[config.mk]
export PLATFORM = sky130hd
export DESIGN_NAME = multi_cycle_control_unit
export DESIGN_NICKNAME = d
export VERILOG_FILES = /design/src/rtl/multi_cycle_control_unit.sv
export SDC_FILE = /design/constraint.sdc
export NUM_CORES = 1
export LEC_CHECK = 0
export ABC_CLOCK_PERIOD_IN_PS = 1200
export CAP_MARGIN = 0
export CELL_PAD_IN_SITES_DETAIL_PLACEMENT = 0
export CELL_PAD_IN_SITES_GLOBAL_PLACEMENT = 2
export CORE_UTILIZATION = 19
export CTS_CLUSTER_DIAMETER = 120
export DETAILED_ROUTE_END_ITERATION = 6
export GPL_TIMING_DRIVEN = 0
export PLACE_DENSITY_LB_ADDON = 0.1
export SLEW_MARGIN = 15
export SYNTH_ARGS = -nofsm -noshare
export SYNTH_HDL_FRONTEND = slang
export SYNTH_SLANG_ARGS = --single-unit
[constraint.sdc]
create_clock -name CLK -period 1.2 [get_ports CLK]
set_clock_uncertainty 0.05 [all_clocks]
set_input_delay 0.12 -clock CLK [delete_from_list [all_inputs] [get_ports CLK]]
set_output_delay 0.12 -clock CLK [all_outputs]
set_load 0.03 [all_outputs]
[src/rtl/multi_cycle_control_unit.sv]
// Multi-cycle MIPS-subset control FSM: IF/ID/EXE/MEM/WB strobes plus opcode-decoded selects.
// Optional `MCU_RETIRE_CNT_EN adds a 32-bit RetireCount of PCWre pulses.
module multi_cycle_control_unit #(
  parameter logic [5:0] HALT_OP = 6'b111111,
  parameter logic [1:0] JAL_DST = 2'b00
) (
  input  logic       CLK,
  input  logic       Reset,
  input  logic [5:0] Opcode,
  input  logic       Zero,
  input  logic       Sign,
  output logic       PCWre,
  output logic       IRWre,
  output logic       InsMemRW,
  output logic       RegWre,
  output logic       mRD,
  output logic       mWR,
  output logic       ALUSrcA,
  output logic       ALUSrcB,
  output logic       DBDataSrc,
  output logic       WrRegDSrc,
  output logic       ExtSel,
  output logic [1:0] RegDst,
  output logic [1:0] PCSrc,
  output logic [2:0] ALUOp,
  output logic [2:0] State,
  output logic       Halted
`ifdef MCU_RETIRE_CNT_EN
  ,
  output logic [31:0] RetireCount
`endif
);

  typedef enum logic [2:0] {
    S_IF     = 3'b000,
    S_ID     = 3'b001,
    S_EXE_LS = 3'b010,
    S_MEM    = 3'b011,
    S_WB_LD  = 3'b100,
    S_EXE_BR = 3'b101,
    S_EXE_AL = 3'b110,
    S_WB_AL  = 3'b111
  } state_t;

  state_t state_q, state_d;
  logic is_alu, is_lw, is_sw, is_beq, is_bne, is_bltz, is_j, is_jal, is_jr;
  logic taken;
  logic pcw, irw, ins, rgw, mrd, mwr, hlt;
  logic [1:0] pcs;

  always_comb begin
    ALUOp = '0; ALUSrcA = 1'b0; ALUSrcB = 1'b0; ExtSel = 1'b0;
    RegDst = '0; DBDataSrc = 1'b0; WrRegDSrc = 1'b0;
    is_alu = 1'b0; is_lw = 1'b0; is_sw = 1'b0; is_beq = 1'b0; is_bne = 1'b0;
    is_bltz = 1'b0; is_j = 1'b0; is_jal = 1'b0; is_jr = 1'b0;
    case (Opcode)
      6'b000000: begin is_alu = 1'b1; ALUOp = 3'b000; RegDst = 2'b10; WrRegDSrc = 1'b1; end
      6'b000001: begin is_alu = 1'b1; ALUOp = 3'b001; RegDst = 2'b10; WrRegDSrc = 1'b1; end
      6'b000010: begin is_alu = 1'b1; ALUOp = 3'b000; ALUSrcB = 1'b1; ExtSel = 1'b1; RegDst = 2'b01; WrRegDSrc = 1'b1; end
      6'b010000: begin is_alu = 1'b1; ALUOp = 3'b100; RegDst = 2'b10; WrRegDSrc = 1'b1; end
      6'b010001: begin is_alu = 1'b1; ALUOp = 3'b100; ALUSrcB = 1'b1; RegDst = 2'b01; WrRegDSrc = 1'b1; end
      6'b010010: begin is_alu = 1'b1; ALUOp = 3'b011; ALUSrcB = 1'b1; RegDst = 2'b01; WrRegDSrc = 1'b1; end
      6'b010011: begin is_alu = 1'b1; ALUOp = 3'b111; ALUSrcB = 1'b1; RegDst = 2'b01; WrRegDSrc = 1'b1; end
      6'b011000: begin is_alu = 1'b1; ALUOp = 3'b010; ALUSrcA = 1'b1; RegDst = 2'b10; WrRegDSrc = 1'b1; end
      6'b100110: begin is_alu = 1'b1; ALUOp = 3'b110; ALUSrcB = 1'b1; ExtSel = 1'b1; RegDst = 2'b01; WrRegDSrc = 1'b1; end
      6'b110000: begin is_sw = 1'b1; ALUSrcB = 1'b1; ExtSel = 1'b1; end
      6'b110001: begin is_lw = 1'b1; ALUSrcB = 1'b1; ExtSel = 1'b1; RegDst = 2'b01; DBDataSrc = 1'b1; WrRegDSrc = 1'b1; end
      6'b110100: begin is_beq = 1'b1; ALUOp = 3'b001; ExtSel = 1'b1; end
      6'b110101: begin is_bne = 1'b1; ALUOp = 3'b001; ExtSel = 1'b1; end
      6'b110110: begin is_bltz = 1'b1; ALUOp = 3'b110; ExtSel = 1'b1; end
      6'b111000: is_j = 1'b1;
      6'b111001: is_jr = 1'b1;
      6'b111010: begin is_j = 1'b1; is_jal = 1'b1; RegDst = JAL_DST; end
      default: ;
    endcase
  end

  assign taken = (is_beq & Zero) | (is_bne & ~Zero) | (is_bltz & Sign);

  always_comb begin
    state_d = state_q;
    pcw = 1'b0; irw = 1'b0; ins = 1'b0; rgw = 1'b0;
    mrd = 1'b0; mwr = 1'b0; hlt = 1'b0; pcs = 2'b00;
    case (state_q)
      S_IF: begin ins = 1'b1; irw = 1'b1; state_d = S_ID; end
      S_ID: begin
        // Halt is tested first so it wins even if HALT_OP is overridden onto a defined opcode.
        if (Opcode == HALT_OP) begin
          hlt = 1'b1;
        end else if (is_j) begin
          pcw = 1'b1; pcs = 2'b11; rgw = is_jal; state_d = S_IF;
        end else if (is_jr) begin
          pcw = 1'b1; pcs = 2'b10; state_d = S_IF;
        end else if (is_beq | is_bne | is_bltz) begin
          state_d = S_EXE_BR;
        end else if (is_lw | is_sw) begin
          state_d = S_EXE_LS;
        end else if (is_alu) begin
          state_d = S_EXE_AL;
        end else begin
          pcw = 1'b1; state_d = S_IF;
        end
      end
      S_EXE_AL: state_d = S_WB_AL;
      S_WB_AL:  begin rgw = 1'b1; pcw = 1'b1; state_d = S_IF; end
      S_EXE_BR: begin pcw = 1'b1; pcs = taken ? 2'b01 : 2'b00; state_d = S_IF; end
      S_EXE_LS: state_d = S_MEM;
      S_MEM: begin
        if (is_lw) begin
          mrd = 1'b1; state_d = S_WB_LD;
        end else begin
          mwr = is_sw; pcw = 1'b1; state_d = S_IF;
        end
      end
      S_WB_LD: begin mrd = 1'b1; rgw = 1'b1; pcw = 1'b1; state_d = S_IF; end
      default: state_d = S_IF;
    endcase
  end

  always_ff @(posedge CLK or negedge Reset) begin
    if (!Reset) state_q <= S_IF;
    else        state_q <= state_d;
  end

  // Strobes are gated by Reset so they fall in the same cycle reset is asserted.
  assign PCWre    = Reset & pcw;
  assign IRWre    = Reset & irw;
  assign InsMemRW = Reset & ins;
  assign RegWre   = Reset & rgw;
  assign mRD      = Reset & mrd;
  assign mWR      = Reset & mwr;
  assign Halted   = Reset & hlt;
  assign PCSrc    = Reset ? pcs : 2'b00;
  assign State    = state_q;

`ifdef MCU_RETIRE_CNT_EN
  logic [31:0] cnt_q, cnt_d;

  always_comb cnt_d = PCWre ? cnt_q + 32'd1 : cnt_q;

  always_ff @(posedge CLK or negedge Reset) begin
    if (!Reset) cnt_q <= '0;
    else        cnt_q <= cnt_d;
  end

  assign RetireCount = cnt_q;
`endif

endmodule
==> run summary, run 1 <==
status -> complete, but fails checks
failing checks -> setup timing
critical path class -> reg2out
Synth cell types -> 46
first-pass GRT wire length -> 4878 um
DR DRC count -> 0
Worst Path Max Fanout -> 5
syn nets -> 119
Reg2Reg Depth -> 5
clk_lat worst skew -> 0.22 ns
CORE AREA -> 3716 um^2
CTS max path bufs -> 2
fin. max-slew vios -> 0
fin crit period -> 1.689 ns
die span in x -> 64.91 um
min-delay worst type -> in2reg
share of cells above drive strength 1 -> 0.7006
Diodes inserted -> 0
final global-route overflow total -> 0
count of final setup violators -> 17
Yosys Warn Count -> 0
ANT nets after route -> 0
Fin Setup TNS -> -4.416 ns
CP Launch Type -> flop
# port buffers -> 28
overall via count from detail_route -> 1045
nets -> 178
synthesized cell area -> 752.0 um^2
top-count cell post-synth -> nand2_1
hold path start -> Opcode[5]
Clock Tree Root -> clkbuf_8
Final period util -> 1.408
Final GP Congestion -> 0.7456
endpoint type of the worst setup path -> primary output
H-tree depth -> 1
Yosys top cell by area -> dfrtp_1
worst path arrival time -> 1.52 ns
IO Pins -> 32
post-synth top area share -> 0.09983
Reg clk slew, reported paths -> 0.03 ns
Post-Syn Instances -> 109
RSZ-0062 raised after global routing -> true
Post-Route WL -> 3155 um
first-pass iteration count of the detailed router -> 4
register area share after synthesis -> 0.09983
total design power -> 0.002149 W
Post-synth ARST share -> 1.000
Post-Layout Cell Count -> 215
final hold vios -> 0
Detail Placement HPWL -> 2025 um
Total GRT Usage -> 0.1497
setup ws final -> -0.4892 ns
Post-synth EDFFs -> 0
starting density of the core -> 0.2024
Worst VDD drop -> 0.0003987 V
vias in the first global route -> 980
commonest cells in the netlist -> nand2_1 (11), buf_2 (8), nor2_1 (8), nor2b_1 (8), o21ai_0 (6)
Crit path required time -> 1.03 ns
Synth Flop Type -> dfrtp_1
number of synthesized register bits -> 3
Hold Path Cell Cnt -> 4
Layout area overhead -> 140.8%
Pwr Density -> 1187 nW/um^2
Starting DRT DRC Count -> 30
Worst-Margin Slew -> 0.3679 ns
Die Ht -> 64.91 um
Die Area -> 4213 um^2
Area after DPL -> 1301 um^2
largest net degree at the start of global routing -> 11
routed vias/inst -> 4.860
Placed Cells -> 185
antenna violations before repair -> 0
TritonCTS Buffers -> 3
CTS tree -> done
Site Rows -> 22
RR Startpoint -> State[2]$_DFFE_PN0P_
Slew HR -> 0.7548
top cells by area, synth -> dfrtp_1 (10%), nor2b_1 (6.7%), nand2_1 (5.5%)
design area -> 1810 um^2
Avg Cell Area, Syn -> 6.899 um^2
Clock Sinks -> 3
WHS -> 0.3203 ns
max-cap viol count -> 0
WL per Instance -> 14.67 um
leak pwr -> 0.7490 nW
max FFs per register -> 3
Critical path origin -> State[2]$_DFFE_PN0P_
f_max -> 592.0 MHz
==> through the flow <==
stage	util	setup WS [ns]
floorplan	-	-0.3681
global placement	0.3502	-1.450
detailed placement	0.3502	-1.436
CTS	0.4424	-0.5486
global route	0.4872	-0.5580
finish	0.4872	-0.4892
==> cell type report <==
type,instances,area (um^2)
multi-input combinational,91,912.1
sequential,3,78.83
clock buffer,4,45.04
fill,379,1906
tap,48,60.06
inverter,2,7.507
buffer,12,171.4
timing repair buffer,55,535.5
==> worst paths after layout <==
check	to	slack, ns
max	PCSrc[0]	-0.49
min	State[1]$_DFFE_PN0P_	0.32
max reg2reg	State[1]$_DFFE_PN0P_	-0.05
min reg2reg	State[1]$_DFFE_PN0P_	0.53
max in group asynchronous	State[1]$_DFFE_PN0P_	0.33
min in group asynchronous	State[2]$_DFFE_PN0P_	0.61
==> cell families (layout without fill, tap and decap cells) <==
group                  after synthesis  after routing  synth area share
multiplexers                         3              3           0.04326
flip-flops                           3              3           0.09983
AO/OA/AOI/OAI                       30             30            0.2978
buffers and inverters               15             73            0.1131
AND/OR/NAND/NOR                     55             55            0.4110
XOR/XNOR                             3              3           0.03495
==> report_power, final <==
part | switching (W) | internal (W)
logic | 0.000846 | 0.000814
clock network | 0.0000794 | 0.000228
registers | 0.0000351 | 0.000147
total | 0.000961 | 0.00119
==> critical path: stages (launching register included) <==
cell	delay [ns]
dfrtp_2	0.40
buf_8	0.13
buf_4	0.13
buf_6	0.11
nor3_4	0.14
a31oi_4	0.05
nor4_4	0.13
buf_4	0.19
==> what timing repair did <==
action / CTS / global route
resized for setup: 185 / 33
hold buffers: 1 / 0
hold endpoints to repair: 3 / 0
endpoints found under the setup margin: 25 / 19
setup buffers: 18 / 8
pin swaps: 19 / 14
==> cells in the final DEF, fill, tap and decap left out, types with 3 or more instances in the layout <==
cell and instances:
nor2_4 3, o21ai_1 5, dlygate4sd2_1 3, buf_8 6, nand2_1 7, nor4_4 4
buf_6 28, nand3_1 3, nand2_2 4, dfrtp_2 3, buf_2 3, clkbuf_8 3
nor2b_1 4, nand2b_4 3, nor2_1 4, buf_12 4, buf_4 20, a21oi_2 4
==> layer usage <==
layer	global-route usage	up-vias	part of all wire
li1	-	513	-
met1	0.1851	504	0.44
met2	0.2695	25	0.51
met3	0.01056	3	0.034
met4	0.05000	0	0.010
met5	0	-	0
Note: power is estimated with default switching activity, not from simulation.
==> run 2: changes to the inputs <==
--- a/config.mk
+++ b/config.mk
@@ -12,7 +12,9 @@
 export CORE_UTILIZATION = 19
 export CTS_CLUSTER_DIAMETER = 120
 export DETAILED_ROUTE_END_ITERATION = 6
+export GPL_ROUTABILITY_DRIVEN = 0
 export GPL_TIMING_DRIVEN = 0
+export HOLD_SLACK_MARGIN = 0.15
 export PLACE_DENSITY_LB_ADDON = 0.1
 export SLEW_MARGIN = 15
 export SYNTH_ARGS = -nofsm -noshare
==> results of run 2 <==
The final DEF is identical to that of run 1; final timing and power are the same.
==> run 3: changes to the inputs <==
--- a/config.mk
+++ b/config.mk
@@ -7,15 +7,13 @@
 export LEC_CHECK = 0
 export ABC_CLOCK_PERIOD_IN_PS = 1200
 export CAP_MARGIN = 0
-export CELL_PAD_IN_SITES_DETAIL_PLACEMENT = 0
-export CELL_PAD_IN_SITES_GLOBAL_PLACEMENT = 2
-export CORE_UTILIZATION = 19
+export CORE_UTILIZATION = 35
 export CTS_CLUSTER_DIAMETER = 120
 export DETAILED_ROUTE_END_ITERATION = 6
 export GPL_ROUTABILITY_DRIVEN = 0
 export GPL_TIMING_DRIVEN = 0
 export HOLD_SLACK_MARGIN = 0.15
-export PLACE_DENSITY_LB_ADDON = 0.1
+export PLACE_DENSITY = 0.71
 export SLEW_MARGIN = 15
 export SYNTH_ARGS = -nofsm -noshare
 export SYNTH_HDL_FRONTEND = slang
==> run 3 against run 2 <==
Net effect: the run still ends with setup timing left; setup slack got worse by 0.14 ns; global-route usage rose by 16 points; fmax fell by 7.8%; combinational power rose by 14%; clock-buffer cell count did not move; final cell count fell by 4.7%; total power rose by 7.2%.
==> run summary, run 3 (synthesis results as in run 1) <==
worst slack, placed -> -1.383 ns (+0.05287 ns)
failing checks -> setup timing
share of cells above drive strength 1 -> 0.7191 (+0.01850)
worst path arrival time -> 1.66 ns (+0.14 ns)
CP Launch Type -> flop
WL per Instance -> 20.70 um (+41%)
CTS max path bufs -> 2 (unchanged)
Die Area -> 2338 um^2 (-45%)
die span in x -> 48.35 um (-26%)
total design power -> 0.002303 W (+7.2%)
min-delay worst type -> in2reg
Reg clk slew, reported paths -> 0.04 ns (about the same)
critical path class -> reg2out
DR DRC count -> 0 (unchanged)
vias in the first global route -> 1068 (+9.0%)
Critical path origin -> State[2]$_DFFE_PN0P_
Worst-Margin Slew -> 0.4003 ns (+0.03245 ns)
most common cell after layout, fill and taps aside -> buf_4
max FFs per register -> 3 (unchanged)
f_max -> 546.1 MHz (-7.8%)
count of final setup violators -> 18 (+1)
Final period util -> 1.526 (+0.1183)
Crit path required time -> 1.03 ns (about the same)
Diodes inserted -> 0 (unchanged)
RR Startpoint -> State[0]$_DFFE_PN0P_
Clock Sinks -> 3 (unchanged)
Layout area overhead -> 139.9%
Total GRT Usage -> 0.3071 (+0.1574)
largest net degree at the start of global routing -> 11 (unchanged)
setup ws final -> -0.6312 ns (-0.1420 ns)
# port buffers -> 28 (unchanged)
fin crit period -> 1.831 ns (+0.1420 ns)
first-pass iteration count of the detailed router -> 4 (unchanged)
CTS tree -> done
Die Ht -> 48.35 um (-26%)
endpoint type of the worst setup path -> primary output
Pwr Density -> 1276 nW/um^2 (+7.5%)
Clock Tree Root -> clkbuf_4
Slew HR -> 0.7331 (-0.02163)
Detail Placement HPWL -> 1760 um (-13%)
Post-Route WL -> 4243 um (+34%)
most frequent cells in the layout -> buf_4 (33), buf_6 (28), buf_8 (7), nand2_1 (7)
antenna violations before repair -> 0 (unchanged)
H-tree depth -> 1 (unchanged)
TritonCTS Buffers -> 3 (unchanged)
final hold vios -> 0 (unchanged)
overall via count from detail_route -> 1261 (+21%)
clk_lat worst skew -> 0.24 ns (+0.02 ns)
hold path start -> Opcode[0]
nets -> 189 (+6.2%)
starting density of the core -> 0.3794 (+0.1771)
Worst VDD drop -> 0.001433 V (+260%)
RSZ-0062 raised after global routing -> true
CORE AREA -> 1982 um^2 (-47%)
fin. max-slew vios -> 0 (unchanged)
routed vias/inst -> 6.151 (+27%)
leak pwr -> 0.7760 nW (+3.6%)
Site Rows -> 16 (-27%)
IO Pins -> 32 (unchanged)
final global-route overflow total -> 0 (unchanged)
fin util -> 0.9104 (+0.4231)
Worst Path Max Fanout -> 4 (-1)
ANT nets after route -> 0 (unchanged)
status -> complete, but fails checks
max-cap viol count -> 0 (unchanged)
Starting DRT DRC Count -> 41 (+37%)
first-pass GRT wire length -> 5485 um (+12%)
Fin Setup TNS -> -6.017 ns (-1.600 ns)
-- run 3: cell types whose count changed in the layout (fill, tap and decap cells not counted), moves of 2 or more --
cell	change
buf_12	-3
buf_4	+13
clkbuf_4	+3
clkbuf_8	-2
nor2b_1	-2
nor2b_2	+2
-- run 3: area by class of cell --
cell class,instances,area (um^2)
clock buffers,4,26.28
multi-input cells,91,887.1
repair buffers,65,610.6
fillers,73,177.7
inverters,2,10.01
flip-flops and latches,3,78.83
well taps,27,33.78
plain buffers,13,157.7
-- run 3: per-stage QoR --
stage / cell area, um^2 / hold WS [ns] / cells
after detailed placement: 1275 / 0.3759 / 164
after floorplan: 960.9 / -0.2256 / 109
after global placement: 1275 / 0.3792 / 164
final: 1804 / 0.3995 / 205
after global routing: 1804 / 0.4084 / 205
after CTS: 1574 / 0.3114 / 188
-- run 3: critical path, stage by stage (launching register included) --
cell and delay (ns):
dfrtp_2 0.42, buf_8 0.15, nor2b_4 0.14, nand4_1 0.27, nor3b_4 0.28, buf_6 0.15
-- run 3: report_power, final --
part	internal [W]	total [W]	leakage, nW	switching (W)
combinational	0.000946	0.00190	0.726	0.000958
sequential	0.000147	0.000203	0.0347	0.0000561
clock	0.000126	0.000196	0.0150	0.0000705
-- run 3: what timing repair did --
item / CTS / global route
setup buffers: 18 / 17
gates resized for setup: 182 / 35
hold buffers: 1 / 0
endpoints found under the hold margin: 3 / 0
cloned: 1 / 0
endpoints found under the setup margin: 25 / 23
pin swaps: 15 / 14
-- run 3: metal layers --
| metal | GRT usage | share of wire |
|---|---|---|
| met5 | 0 | 0 |
| met4 | 0.1618 | 0.043 |
| met3 | 0.03459 | 0.081 |
| met2 | 0.5000 | 0.49 |
| met1 | 0.3973 | 0.39 |
-- run 3: worst paths after layout --
path | to | slack [ns] | depth (start not counted)
hold / removal | State[1]$_DFFE_PN0P_ | 0.40 | 4
max in group asynchronous | State[2]$_DFFE_PN0P_ | 0.28 | 2
min in group asynchronous | State[0]$_DFFE_PN0P_ | 0.63 | 2
setup reg to reg | State[2]$_DFFE_PN0P_ | -0.31 | 8
setup / recovery | PCSrc[1] | -0.63 | 5
hold reg to reg | State[1]$_DFFE_PN0P_ | 0.67 | 3
